## src/rtl/msk_pkg.sv

```systemverilog
// Shared definitions for the masked-data path: share layout, handshake FSM
// encoding and elaboration-time sizing helpers.
package msk_pkg;

  typedef enum logic {
    ST_IDLE = 1'b0,
    ST_SEND = 1'b1
  } msk_state_e;

  // Flat bit index of share j of logical bit i in a d-share masked vector.
  function automatic int unsigned bit_share_idx(input int unsigned i,
                                                input int unsigned j,
                                                input int unsigned d);
    return i * d + j;
  endfunction

  function automatic int unsigned clog2(input int unsigned v);
    int unsigned r;
    r = 0;
    if (v > 1) begin
      for (int unsigned x = v - 1; x != 0; x = x >> 1) begin
        r = r + 1;
      end
    end
    return r;
  endfunction

  // A beat counter needs at least one bit even for single-beat words.
  function automatic int unsigned cnt_width(input int unsigned nbeat);
    return (clog2(nbeat) < 1) ? 1 : clog2(nbeat);
  endfunction

endpackage

```

## src/rtl/msk_shift_buf.sv

```systemverilog
// Masked word buffer with load / clear / shift-right-by-S controls.
// Shares only move between flops or get zeroed; they are never combined.
module msk_shift_buf
  import msk_pkg::*;
#(
  parameter int unsigned W = 256,
  parameter int unsigned S = 64
) (
  input  logic         clk,
  input  logic         rst_n,
  input  logic         load_i,
  input  logic         clear_i,
  input  logic         shift_i,
  input  logic [W-1:0] data_i,
  output logic [S-1:0] q_o
);

  logic [W-1:0] q_q;
  logic [W-1:0] q_d;
  logic [W-1:0] shifted;

  if (S == 0 || S > W) begin : g_bad_cfg
    $error("msk_shift_buf: step S must be in 1..W");
  end

  // A full-width step leaves nothing behind: the shift result is all zeros.
  if (S >= W) begin : g_full_step
    assign shifted = '0;
  end else begin : g_part_step
    assign shifted = q_q >> S;
  end

  // Priority: load > clear > shift.
  always_comb begin
    q_d = q_q;
    if (load_i) begin
      q_d = data_i;
    end else if (clear_i) begin
      q_d = '0;
    end else if (shift_i) begin
      q_d = shifted;
    end
  end

  always_ff @(posedge clk or negedge rst_n) begin
    if (!rst_n) begin
      q_q <= '0;
    end else begin
      q_q <= q_d;
    end
  end

  assign q_o = q_q[S-1:0];

endmodule

```

## src/rtl/msk_chunk_serializer.sv

```systemverilog
// Serialises one masked word (count bits x d shares) into count/chunk masked
// chunks, LSB chunk first, over valid/ready with back-to-back word support.
module msk_chunk_serializer
  import msk_pkg::*;
#(
  parameter int unsigned d     = 2,
  parameter int unsigned count = 128,
  parameter int unsigned chunk = 32
) (
  input  logic                 clk,
  input  logic                 rst_n,
  input  logic                 in_valid,
  output logic                 in_ready,
  input  logic [count*d-1:0]   in_data,
  output logic                 out_valid,
  input  logic                 out_ready,
  output logic [chunk*d-1:0]   out_data,
  output logic                 out_last
);

  localparam int unsigned IN_W  = bit_share_idx(count, 0, d);
  localparam int unsigned OUT_W = bit_share_idx(chunk, 0, d);
  localparam int unsigned NBEAT = count / chunk;
  localparam int unsigned CW    = cnt_width(NBEAT);
  localparam logic [CW-1:0] LAST_BEAT = CW'(NBEAT - 1);

  if (d < 1) begin : g_bad_shares
    $error("msk_chunk_serializer: d must be >= 1");
  end
  if (chunk == 0 || count == 0 || (count % chunk) != 0) begin : g_bad_chunk
    $error("msk_chunk_serializer: count must be a non-zero multiple of chunk");
  end

  msk_state_e    state_q;
  msk_state_e    state_d;
  logic [CW-1:0] cnt_q;
  logic [CW-1:0] cnt_d;

  logic load;
  logic beat_acc;
  logic last_acc;
  logic buf_load;
  logic buf_clear;
  logic buf_shift;

  assign load     = in_valid & in_ready;
  assign beat_acc = out_valid & out_ready;
  assign last_acc = beat_acc & out_last;

  always_ff @(posedge clk or negedge rst_n) begin
    if (!rst_n) begin
      state_q <= ST_IDLE;
      cnt_q   <= '0;
    end else begin
      state_q <= state_d;
      cnt_q   <= cnt_d;
    end
  end

  // A load always wins, which lets a new word replace the final beat.
  always_comb begin
    state_d   = state_q;
    cnt_d     = cnt_q;
    buf_load  = 1'b0;
    buf_clear = 1'b0;
    buf_shift = 1'b0;
    if (load) begin
      state_d  = ST_SEND;
      cnt_d    = '0;
      buf_load = 1'b1;
    end else if (last_acc) begin
      state_d   = ST_IDLE;
      cnt_d     = '0;
      buf_clear = 1'b1;
    end else if (beat_acc) begin
      cnt_d     = cnt_q + CW'(1);
      buf_shift = 1'b1;
    end
  end

  always_comb begin
    out_valid = (state_q == ST_SEND);
    out_last  = (state_q == ST_SEND) & (cnt_q == LAST_BEAT);
    in_ready  = (state_q == ST_IDLE) | (out_valid & out_ready & out_last);
  end

  // The low chunk of the buffer flops is the output; no logic on the share lanes.
  msk_shift_buf #(
    .W (IN_W),
    .S (OUT_W)
  ) u_buf (
    .clk     (clk),
    .rst_n   (rst_n),
    .load_i  (buf_load),
    .clear_i (buf_clear),
    .shift_i (buf_shift),
    .data_i  (in_data),
    .q_o     (out_data)
  );

endmodule

```

## config.mk

```make
export PLATFORM = sky130hd
export DESIGN_NAME = msk_chunk_serializer
export DESIGN_NICKNAME = d
export VERILOG_FILES = /design/src/rtl/msk_pkg.sv /design/src/rtl/msk_shift_buf.sv /design/src/rtl/msk_chunk_serializer.sv
export SDC_FILE = /design/constraint.sdc
export NUM_CORES = 1
export LEC_CHECK = 0
export ABC_CLOCK_PERIOD_IN_PS = 1800
export BUFFER_PORTS_ARGS = -buffer_cell sky130_fd_sc_hd__buf_4
export CAP_MARGIN = 20
export CORE_ASPECT_RATIO = 1.2
export CORE_MARGIN = 3
export CORE_UTILIZATION = 50
export CTS_BUF_LIST = sky130_fd_sc_hd__clkbuf_16
export CTS_CLUSTER_SIZE = 30
export DETAILED_ROUTE_END_ITERATION = 12
export PLACE_DENSITY_LB_ADDON = 0.1
export SKIP_LAST_GASP = 1
export SYNTH_ARGS = -nofsm -noshare
export SYNTH_HDL_FRONTEND = slang
export SYNTH_SLANG_ARGS = --single-unit
export TNS_END_PERCENT = 20
```

## constraint.sdc

```tcl
create_clock -name clk -period 1.8 [get_ports clk]
set_clock_uncertainty 0.15 [all_clocks]
set_input_delay 0.45 -clock clk [delete_from_list [all_inputs] [get_ports clk]]
set_output_delay 0.45 -clock clk [all_outputs]
set_load 0.05 [all_outputs]
```

==> key figures, run 1 <==
Die
  • Initial Util: 0.508
  • Die area: approximately 31000 sq um
  • Die Wd: 160 um
  • # rows: 67
  • I/O pin total: about 330
  • Die Span Y: 191 um
  • Core footprint: 28000 sq um

Route
  • Wire length per cell: ~21 um
  • Drt total wl: 44700 um
  • DRC Markers: 0
  • TritonRoute pass-1 iters: 5
  • Starting DRT DRC Count: 1331
  • DR vias: 13000
  • Vias per cell: 6.15
  • Antenna Violating Nets Remaining: 0

CTS
  • # clock sinks: around 260
  • CTS tree: built
  • TritonCTS buffer count: 27
  • Clock Path Buffers: 3
  • Insertion delay to the later sink of the worst-skew pair: 0.54 ns
  • CTS root buffer: clkbuf_16
  • # H-tree levels: 1
  • Clock transition at path regs: 0.06 ns

Setup path
  • Reg-to-reg slack, setup: 0.01 ns
  • Crit end category: primary output
  • Startpoint Class: flop
  • CP Cell Sequence: ha_4, buf_6, and2_4, buf_12
  • Crit path from: cnt_q[0]$_DFFE_PN0P_
  • Slowest-stage cell, CP: dfrtp_1
  • RR Startpoint: out_valid$_DFFE_PN0P_
  • CP Class: flop to primary output
  • Critical Path Max Stage Delay: 0.42 ns
  • Max FO, Critical Path: 3
  • Worst Path Arrival: approximately 1.5 ns
  • Reg-to-reg endpoint: u_buf.q_q[233]$_DFFE_PN0P_
  • Worst r2r path cells: 4
  • Worst Path Required: ~1.2 ns

Final layout
  • Post-route cell area: 18700 sq um
  • Final Net Count: 1974
  • Non-filler cells, final: 2113
  • Multi-input gate area: 6690 sq um
  • Area Overhead vs Synth: 31.4%
  • Filler instances: 2278
  • Final core area utilization: 0.668
  • FF/Latch Area: 6480 sq um
  • Layout cells sized above 1: 0.265

Synthesis
  • Post-Synthesis Cells: 1475
  • Seq cells post-synth: 259
  • Most common cell in the netlist: dfrtp_1
  • Syn_area_per_cell: between 9 and 10 sq um
  • Ys async rst share: 1.00
  • Synth Flop Type: dfrtp_1
  • Top cell type's share of synthesized area: 0.456
  • EDFF count, synth: 0
  • Post-synth top cells: 259 x dfrtp_1, 194 x nand2b_1, 192 x a21oi_1, 192 x o22ai_1
  • Post-synthesis sequential area ratio: 0.456
  • Syn_nets: 1736
  • Synth area leader: dfrtp_1
  • Yosys warnings: 0
  • Post-synth cell types: 23
  • Post-Syn Area: about 14000 sq um
  • Synth area leaders: dfrtp_1 46%, nand2b_1 8.5%, o22ai_1 8.4%, a21oi_1 6.8%, a211oi_1 6.8%

Placed design
  • GP Congestion: 0.818
  • Post-DP Area: around 17000 sq um
  • Number of I/O port buffers: 326
  • Cells after DPL: 1983
  • Post-detail-place hpwl: 28400 um

STA
  • RSZ-0062 raised after global routing: yes
  • Hold Fails Final Rpt: 0
  • Worst setup margin: -0.334 ns
  • Hold slack: 0.0377 ns
  • Worst slew pin tran: 0.703 ns
  • Fin crit share: 1.19
  • Period minus WS final: approximately 2.1 ns
  • FMAX: 469 MHz
  • Setup violators final: 3
  • Max Slew Vio Count: 0
  • Slew margin rel.: 0.531

Power
  • P_int: about 18000 uW
  • Total leakage power: ~0.0077 uW
  • Sw frac: 0.401
  • Logic gate share of total power: 0.440
  • Reg power frac: 0.356
  • Switch Pwr: approximately 12000 uW
  • Power Dens Cells: 1570 nW/um^2
  • Clock power frac: 0.204
  • VDD IR-drop max: 973 uV
  • Overall power: approximately 29000 uW

Run
  • Max Cap Viol: 0

Hold path
  • Worst Hold Launch: in_data[73]
  • Hold Crit Endpoint: u_buf.q_q[73]$_DFFE_PN0P_
  • Hold WC Path Type: primary input to flop
  • WHS Path Cells: 3

Global routing
  • Grt ovf: 0
  • First-pass GRT wire length: 68400 um
  • Initial antenna violation count: 1
  • Vias in the first global route: around 12000
  • Total Routing Usage GR: 0.272
  • Pin count of the biggest net entering global routing: 96

Run status
  • Failing checks: setup timing
  • Outcome: complete, but fails checks
[power by group through the flow]
stage	clock network (uW)	registers, uW	logic [uW]
after global routing	6300	10700	13800
after floorplan	0	9540	9980
after detailed placement	0	10400	12100
after CTS	6050	10300	12400
after global placement	0	10200	11900
final	5980	10400	12900
[kinds of logic (layout without fill, tap and decap cells)]
kind of cell	after synthesis	in the layout	share of synthesized area
AOI/OAI and AO/OA	643	643	0.300
buffers and inverters	243	501	0.0879
and+or+nand+nor	328	328	0.155
adders and majority gates	1	1	0.000879
DFF	259	259	0.456
other	0	1	0
muxes	1	1	0.000704
[sequential cells by signal, summed over array words and instances, names as in the netlist]
signal     flops
u_buf.q_q    256
cnt_q          2
out_valid      1
[metal layers]
| layer | global-route usage | vias to the layer above | routed length (um) |
|---|---|---|---|
| met1 | 0.433 | 6316 | 20900 |
| met2 | 0.391 | 552 | 19600 |
| met3 | 0.0358 | 59 | 3150 |
| met5 | 0 | - | 0 |
| met4 | 0.0641 | 0 | 1040 |
| li1 | - | 6072 | - |
[per-stage QoR]
stage | TNS [ns] | setup slack, ns
floorplan | -2.34 | -0.0473
global placement | 0 | 0.0442
global route | -6.68 | -0.391
CTS | -2.14 | -0.359
finish | -0.925 | -0.334
detailed placement | 0 | 0.0101
[critical path, delay by kind of cell, from the launching register on]
family,cells,cell delay [ns]
adders and majority gates,1,0.19
and+or+nand+nor,1,0.13
buffers and inverters,2,0.25
DFF,1,0.42
[timing repair]
item                                    in CTS  in global routing
hold buffers                                65                  0
pin swaps                                    2                  1
gates resized for setup                      7                 32
buffers inserted                             3                  5
endpoints found under the setup margin       8                222
hold endpoints to repair                   323                  0
cloned                                       1                  6
[worst max path at each step]
stage | end | slack (ns) | depth (start not counted)
after CTS | out_last | -0.36 | 4
after detailed placement | u_buf.q_q[233]$_DFFE_PN0P_ | 0.01 | 4
after global routing | out_last | -0.39 | 4
after floorplan | u_buf.q_q[192]$_DFFE_PN0P_ | -0.05 | 7
after global placement | u_buf.q_q[210]$_DFFE_PN0P_ | 0.04 | 5
final | out_last | -0.33 | 4
[cells in the final DEF, fill, tap and decap left out, types with 2 or more instances in the layout]
| master | netlist | final |
|---|---|---|
| a211oi_1 | 128 | 117 |
| a211oi_2 | 0 | 11 |
| a21oi_1 | 192 | 192 |
| a221oi_1 | 64 | 49 |
| a221oi_2 | 0 | 15 |
| a22o_1 | 64 | 64 |
| and2_4 | 0 | 2 |
| buf_12 | 0 | 27 |
| buf_16 | 0 | 2 |
| buf_4 | 68 | 342 |
| buf_6 | 5 | 5 |
| buf_8 | 0 | 3 |
| bufinv_16 | 0 | 6 |
| clkbuf_16 | 0 | 33 |
| clkinv_1 | 0 | 7 |
| clkinv_2 | 0 | 2 |
| clkinvlp_4 | 0 | 4 |
| dfrtp_1 | 259 | 258 |
| dlygate4sd3_1 | 0 | 65 |
| inv_1 | 0 | 2 |
| nand2_1 | 2 | 2 |
| nand2b_1 | 194 | 194 |
| nor3b_1 | 128 | 128 |
| o22ai_1 | 192 | 192 |
[cell type report]
cell class	instances	share of cell area
Antenna cell	1	0.000134
Inverter	1	0.000335
Tap cell	379	0.0254
Clock buffer	27	0.0361
Clock inverter	22	0.0141
Sequential cell	259	0.347
Multi-Input combinational cell	973	0.358
Timing Repair Buffer	451	0.219
Note: power is estimated with default switching activity, not from simulation.
==> run 2: changes to the inputs <==
==> constraint.sdc (replaced) <==
create_clock -name clk -period 1.8 [get_ports clk]
set_clock_uncertainty 0.15 [all_clocks]
set_input_delay 0.36 -clock clk [delete_from_list [all_inputs] [get_ports clk]]
set_output_delay 0.36 -clock clk [all_outputs]
set_load 0.05 [all_outputs]
==> key figures, run 2 (synthesis gave the netlist of run 1 again) <==
CTS
  • Insertion delay to the later sink of the worst-skew pair: 0.53 ns (about the same)
  • # H-tree levels: 1 (unchanged)
  • # clock sinks: 259 (unchanged)
  • TritonCTS buffer count: 27 (unchanged)
  • Clock Path Buffers: 3 (unchanged)
  • CTS root buffer: clkbuf_16
  • Clock transition at path regs: 0.06 ns (about the same)
  • CTS tree: built

STA
  • Setup violators final: 130 (+127)
  • FMAX: 483 MHz (+3.1%)
  • Period minus WS final: 2.07 ns (-0.0650 ns)
  • Fin crit share: 1.15 (-0.0361)
  • Worst slew pin tran: 0.564 ns (-0.140 ns)
  • Setup TNS: -15.82 ns (-14.90 ns)
  • RSZ-0062 raised after global routing: yes
  • Max Slew Vio Count: 0 (unchanged)
  • Hold Fails Final Rpt: 0 (unchanged)
  • Worst setup margin: -0.269 ns (+0.0650 ns)
  • Slew margin rel.: 0.624 (+0.0932)

Die
  • Die Span Y: 191 um (unchanged)
  • Die area: 30500 sq um (unchanged)
  • I/O pin total: 327 (unchanged)
  • Core footprint: 28000 sq um (unchanged)
  • Die Wd: 160 um (unchanged)
  • # rows: 67 (unchanged)
  • Initial Util: 0.508 (unchanged)

Setup path
  • Crit end category: primary output
  • Critical path buffers and inverters: 2 (unchanged)
  • Slowest-stage cell, CP: dfrtp_1
  • CP delay by family, top: flip-flops
  • Max FO, Critical Path: 2 (-1)
  • Crit path from: cnt_q[0]$_DFFE_PN0P_
  • Crit-path most repeated cell: buf_8
  • CP Class: flop to primary output
  • RR Startpoint: cnt_q[0]$_DFFE_PN0P_
  • Critical Path Max Stage Delay: 0.41 ns (about the same)
  • Worst Path Required: 1.29 ns (+0.09 ns)
  • CP Cell Sequence: ha_4, buf_8, and2_4, buf_8
  • Worst Path Arrival: 1.56 ns (+0.03 ns)
  • Startpoint Class: flop

Route
  • Vias per cell: 6.09 (-1.0%)
  • DR vias: 14000 (+8.1%)
  • Antenna Violating Nets Remaining: 0 (unchanged)
  • DRC Markers: 0 (unchanged)
  • Starting DRT DRC Count: 1638 (+23%)
  • Wire length per cell: 21.2 um (+0.50%)
  • Drt total wl: 49000 um (+9.7%)
  • TritonRoute pass-1 iters: 6 (+1)

Placed design
  • Pre-CTS setup slack: 0.00589 ns (-0.00420 ns)
  • Post-detail-place hpwl: 28800 um (+1.5%)
  • Number of I/O port buffers: 326 (unchanged)
  • GP Congestion: 0.784 (-4.1%)

Power
  • Total leakage power: 0.00837 uW (+9.3%)
  • Power Dens Cells: 1430 nW/um^2 (-9.0%)
  • VDD IR-drop max: 682 uV (-30%)

Global routing
  • Initial antenna violation count: 3 (+2)
  • Pin count of the biggest net entering global routing: 135 (+41%)
  • Total Routing Usage GR: 0.303 (+0.0311)
  • Vias in the first global route: 13500 (+12%)
  • Grt ovf: 0 (unchanged)
  • First-pass GRT wire length: 75600 um (+11%)

Final layout
  • Top reg by flops: u_buf.q_q
  • Layout cells sized above 1: 0.228 (-0.0377)
  • Most common cell after layout, fill and taps aside: buf_4
  • Largest register FFs: 256 (unchanged)
  • Most frequent cells in the layout: 349 x buf_4, 258 x dfrtp_1, 250 x dlygate4sd3_1, 194 x nand2b_1
  • Area Overhead vs Synth: 42.8%
  • Final Net Count: 2165 (+9.7%)
  • Filler instances: 2043 (-10%)

Hold path
  • Hold WC Path Type: primary input to flop
  • Worst Hold Launch: in_data[8]

Run status
  • Failing checks: setup timing
  • Outcome: complete, but fails checks

Run
  • Max Cap Viol: 0 (unchanged)
[run 2: changes by cell type in the layout (fill, tap and decap cells not counted), moves of 5 or more]
cell           before  now
a211oi_1          117  123
a211oi_2           11    4
a221oi_1           49   64
a221oi_2           15    0
buf_4             342  349
bufinv_16           6    1
dlygate4sd3_1      65  250
inv_1               2    7
[run 2: stage by stage]
step	area, sq um	power [uW]	cells	hold slack [ns]	utilization
floorplan	14300	19500	1475	-0.0856	-
global placement	16600	22100	1990	0.165	0.594
detailed placement	16600	22600	1990	0.154	0.594
CTS	20100	28300	2295	0.000540	0.717
global route	20300	30500	2305	0.00285	0.726
finish	20300	29000	2307	0.0190	0.726
[run 2: layer usage]
| metal | routed length (um) | track usage |
|---|---|---|
| met5 | 0 | 0 |
| met4 | 1290 | 0.0828 |
| met3 | 3430 | 0.0419 |
| met2 | 22500 | 0.455 |
| met1 | 21800 | 0.460 |
[run 2: worst min-delay path, cell delays in order]
cell	delay, ns
buf_4	0.08
a221oi_1	0.07
a21oi_1	0.13
[run 2: final timing paths]
path                                         endpoint  slack [ns]  cells past startpoint
min in group asynchronous   u_buf.q_q[50]$_DFFE_PN0P_        0.19                      2
setup reg to reg            u_buf.q_q[35]$_DFFE_PN0P_       -0.26                      8
max in group asynchronous  u_buf.q_q[126]$_DFFE_PN0P_        0.63                      3
hold reg to reg            u_buf.q_q[252]$_DFFE_PN0P_        0.35                      1
hold / removal               u_buf.q_q[8]$_DFFE_PN0P_        0.02                      3
setup / recovery                             out_last       -0.27                      4
[run 2: what timing repair did]
action,in CTS,in global routing
hold buffers,250,0
cloned,3,5
hold endpoints to repair,326,0
resized for setup,9,27
buffers inserted,4,2
pin swaps,2,1
endpoints found under the setup margin,35,255
[run 2: cell type report]
class,instances,area [sq um],area share
Antenna cell,5,12.5,0.000616
Clock buffer,27,676,0.0332
Clock inverter,21,110,0.00542
Inverter,1,6.26,0.000308
Multi-Input combinational cell,975,6590,0.324
Sequential cell,259,6480,0.319
Tap cell,379,474,0.0233
Timing Repair Buffer,640,5970,0.294
[run 2: power breakdown]
group	switching, uW	internal (uW)
Clock	2290	2830
Sequential	2110	8320
Combinational	7450	5960
==> run 3: changes to the inputs <==
--- a/config.mk
+++ b/config.mk
@@ -14,7 +14,7 @@
 export CTS_BUF_LIST = sky130_fd_sc_hd__clkbuf_16
 export CTS_CLUSTER_SIZE = 30
 export DETAILED_ROUTE_END_ITERATION = 12
-export PLACE_DENSITY_LB_ADDON = 0.1
+export PLACE_DENSITY = 0.82
 export SKIP_LAST_GASP = 1
 export SYNTH_ARGS = -nofsm -noshare
 export SYNTH_HDL_FRONTEND = slang
==> key figures, run 3 (synthesis gave the netlist of run 1 again) <==
Placed design
  • Post-DP Area: 16700 sq um (+0.30%)
  • Pre-CTS setup slack: -0.0548 ns (-0.0606 ns)
  • Number of I/O port buffers: 326 (unchanged)
  • GP Congestion: 0.882 (+12%)
  • Cells after DPL: 1990 (unchanged)
  • Post-detail-place hpwl: 28800 um (-0.18%)

Route
  • Drt total wl: 58600 um (+20%)
  • DRC Markers: 0 (unchanged)
  • TritonRoute pass-1 iters: 6 (unchanged)
  • Vias per cell: 6.60 (+8.4%)
  • Starting DRT DRC Count: 2156 (+32%)
  • DR vias: 15300 (+9.2%)
  • Wire length per cell: 25.2 um (+19%)
  • Antenna Violating Nets Remaining: 0 (unchanged)

Setup path
  • CP Class: flop to primary output
  • Worst Path Arrival: 1.54 ns (-0.02 ns)
  • Crit path from: cnt_q[0]$_DFFE_PN0P_
  • Max FO, Critical Path: 2 (unchanged)
  • Startpoint Class: flop
  • CP Cell Sequence: ha_4, buf_6, and2_4, buf_8
  • Worst Path Required: 1.29 ns (about the same)
  • RR Startpoint: out_valid$_DFFE_PN0P_
  • Worst r2r path cells: 8 (unchanged)
  • Crit end category: primary output
  • Reg-to-reg slack, setup: -0.23 ns (+0.03 ns)
  • Slowest-stage cell, CP: dfrtp_1
  • CP delay by family, top: flip-flops
  • Critical Path Max Stage Delay: 0.41 ns (about the same)
  • Critical path buffers and inverters: 2 (unchanged)
  • Critical path depth: 4 (unchanged)
  • Reg-to-reg endpoint: cnt_q[1]$_DFFE_PN0P_

Die
  • Die area: 30500 sq um (unchanged)
  • # rows: 67 (unchanged)
  • Die Wd: 160 um (unchanged)
  • Core footprint: 28000 sq um (unchanged)
  • Initial Util: 0.508 (unchanged)
  • Die Span Y: 191 um (unchanged)
  • I/O pin total: 327 (unchanged)

Power
  • VDD IR-drop max: 825 uV (+21%)
  • Total leakage power: 0.00855 uW (+2.2%)
  • Switch Pwr: 12700 uW (+7.5%)
  • Power Dens Cells: 1440 nW/um^2 (+1.1%)
  • Logic gate share of total power: 0.476 (+0.013)
  • Sw frac: 0.427 (+0.0180)
  • Clock power frac: 0.169 (-0.008)
  • Reg power frac: 0.355 (-0.005)
  • P_int: 17100 uW (-0.20%)

Final layout
  • Most common cell after layout, fill and taps aside: buf_4
  • Largest register FFs: 256 (unchanged)
  • Layout cells sized above 1: 0.238 (+0.0101)
  • FF/Latch Area: 6480 sq um (unchanged)
  • Post-route cell area: 20700 sq um (+1.9%)
  • Area Overhead vs Synth: 45.5%
  • Non-filler cells, final: 2324 (+0.74%)
  • Multi-input gate area: 6580 sq um (-0.23%)
  • Final Net Count: 2184 (+0.88%)
  • Top reg by flops: u_buf.q_q
  • Final core area utilization: 0.739 (+0.0135)
  • Filler instances: 1787 (-13%)
  • Most frequent cells in the layout: 352 x buf_4, 258 x dfrtp_1, 246 x dlygate4sd3_1, 194 x nand2b_1

Global routing
  • First-pass GRT wire length: 85400 um (+13%)
  • Pin count of the biggest net entering global routing: 102 (-24%)
  • Initial antenna violation count: 5 (+2)
  • Vias in the first global route: 15100 (+12%)
  • Total Routing Usage GR: 0.346 (+0.0432)
  • Grt ovf: 0 (unchanged)

STA
  • Worst slew pin tran: 0.514 ns (-0.0498 ns)
  • Fin crit share: 1.14 (-0.0116)
  • Setup violators final: 135 (+3.8%)
  • Worst setup margin: -0.248 ns (+0.0209 ns)
  • RSZ-0062 raised after global routing: yes
  • Hold Fails Final Rpt: 0 (unchanged)
  • Max Slew Vio Count: 0 (unchanged)
  • FMAX: 488 MHz (+1.0%)
  • Slew margin rel.: 0.658 (+0.0332)
  • Period minus WS final: 2.05 ns (-0.0209 ns)

Run status
  • Failing checks: setup timing
  • Outcome: complete, but fails checks

Hold path
  • WHS Path Cells: 3 (unchanged)
  • Hold Crit Endpoint: u_buf.q_q[18]$_DFFE_PN0P_
  • Hold WC Path Type: primary input to flop
  • Worst Hold Launch: in_data[18]

Run
  • Max Cap Viol: 0 (unchanged)

CTS
  • # H-tree levels: 1 (unchanged)
  • CTS tree: built
  • Insertion delay to the later sink of the worst-skew pair: 0.54 ns (about the same)
  • # clock sinks: 259 (unchanged)
  • Clock transition at path regs: 0.06 ns (about the same)
  • TritonCTS buffer count: 27 (unchanged)
  • Clock Path Buffers: 3 (unchanged)
  • CTS root buffer: clkbuf_16
run 3: changes by cell type in the layout (fill, tap and decap cells not counted), moves of 2 or more:
cell	change
nor3b_1	-3
buf_6	+6
clkbuf_16	+6
buf_12	+4
a211oi_2	-3
buf_4	+3
nor3b_2	+3
clkinv_1	-5
diode_2	+2
dlygate4sd3_1	-4
inv_1	+2
a211oi_1	+4
buf_16	+6
run 3: timing repair:
item / CTS / global route
gates cloned: 7 / 11
pin swaps: 2 / 35
buffers inserted: 11 / 9
endpoints found under the hold margin: 485 / 0
resized for setup: 19 / 27
setup endpoints to repair: 146 / 238
hold buffers: 246 / 0
run 3: metal layers:
| metal | part of all wire | track usage |
|---|---|---|
| met3 | 0.092 | 0.0700 |
| met4 | 0.066 | 0.189 |
| met2 | 0.48 | 0.566 |
| met1 | 0.36 | 0.433 |
| met5 | 0 | 0 |
run 3: worst max path at each step:
stage	end	slack [ns]
3_5_place_dp	cnt_q[1]$_DFFE_PN0P_	-0.05
5_1_grt	out_last	-0.28
3_3_place_gp	cnt_q[1]$_DFFE_PN0P_	-0.02
4_1_cts	out_last	-0.28
2_1_floorplan	u_buf.q_q[192]$_DFFE_PN0P_	-0.05
6_report	out_last	-0.25
run 3: cell type report:
type	instances	area share
multi-input cells	974	0.318
flip-flops and latches	259	0.313
repair buffers	660	0.309
clock buffers	27	0.0326
well taps	379	0.0229
clock inverters	17	0.00332
diodes	7	0.000846
inverters	1	0.000302
run 3: worst min-delay path, cell delays in order:
cell	delay [ns]
buf_4	0.09
a221oi_1	0.07
a21oi_1	0.12
run 3: through the flow:
| stage | hold WS, ns | setup TNS (ns) | total power (uW) |
|---|---|---|---|
| 2_1_floorplan | -0.0856 | -2.24 | 19500 |
| 3_3_place_gp | 0.146 | -0.0228 | 21800 |
| 3_5_place_dp | 0.151 | -0.898 | 22400 |
| 4_1_cts | 0.00223 | -9.21 | 28300 |
| 5_1_grt | 0.00981 | -20.95 | 31000 |
| 6_report | 0.00117 | -13.91 | 29800 |
run 3: power groups by stage:
stage / Combinational, uW / Sequential [uW] / Clock (uW)
floorplan: 9970 / 9540 / 0
global placement: 11700 / 10100 / 0
detailed placement: 12000 / 10400 / 0
CTS: 13000 / 10300 / 5000
global route: 14900 / 10800 / 5300
finish: 14200 / 10600 / 5040
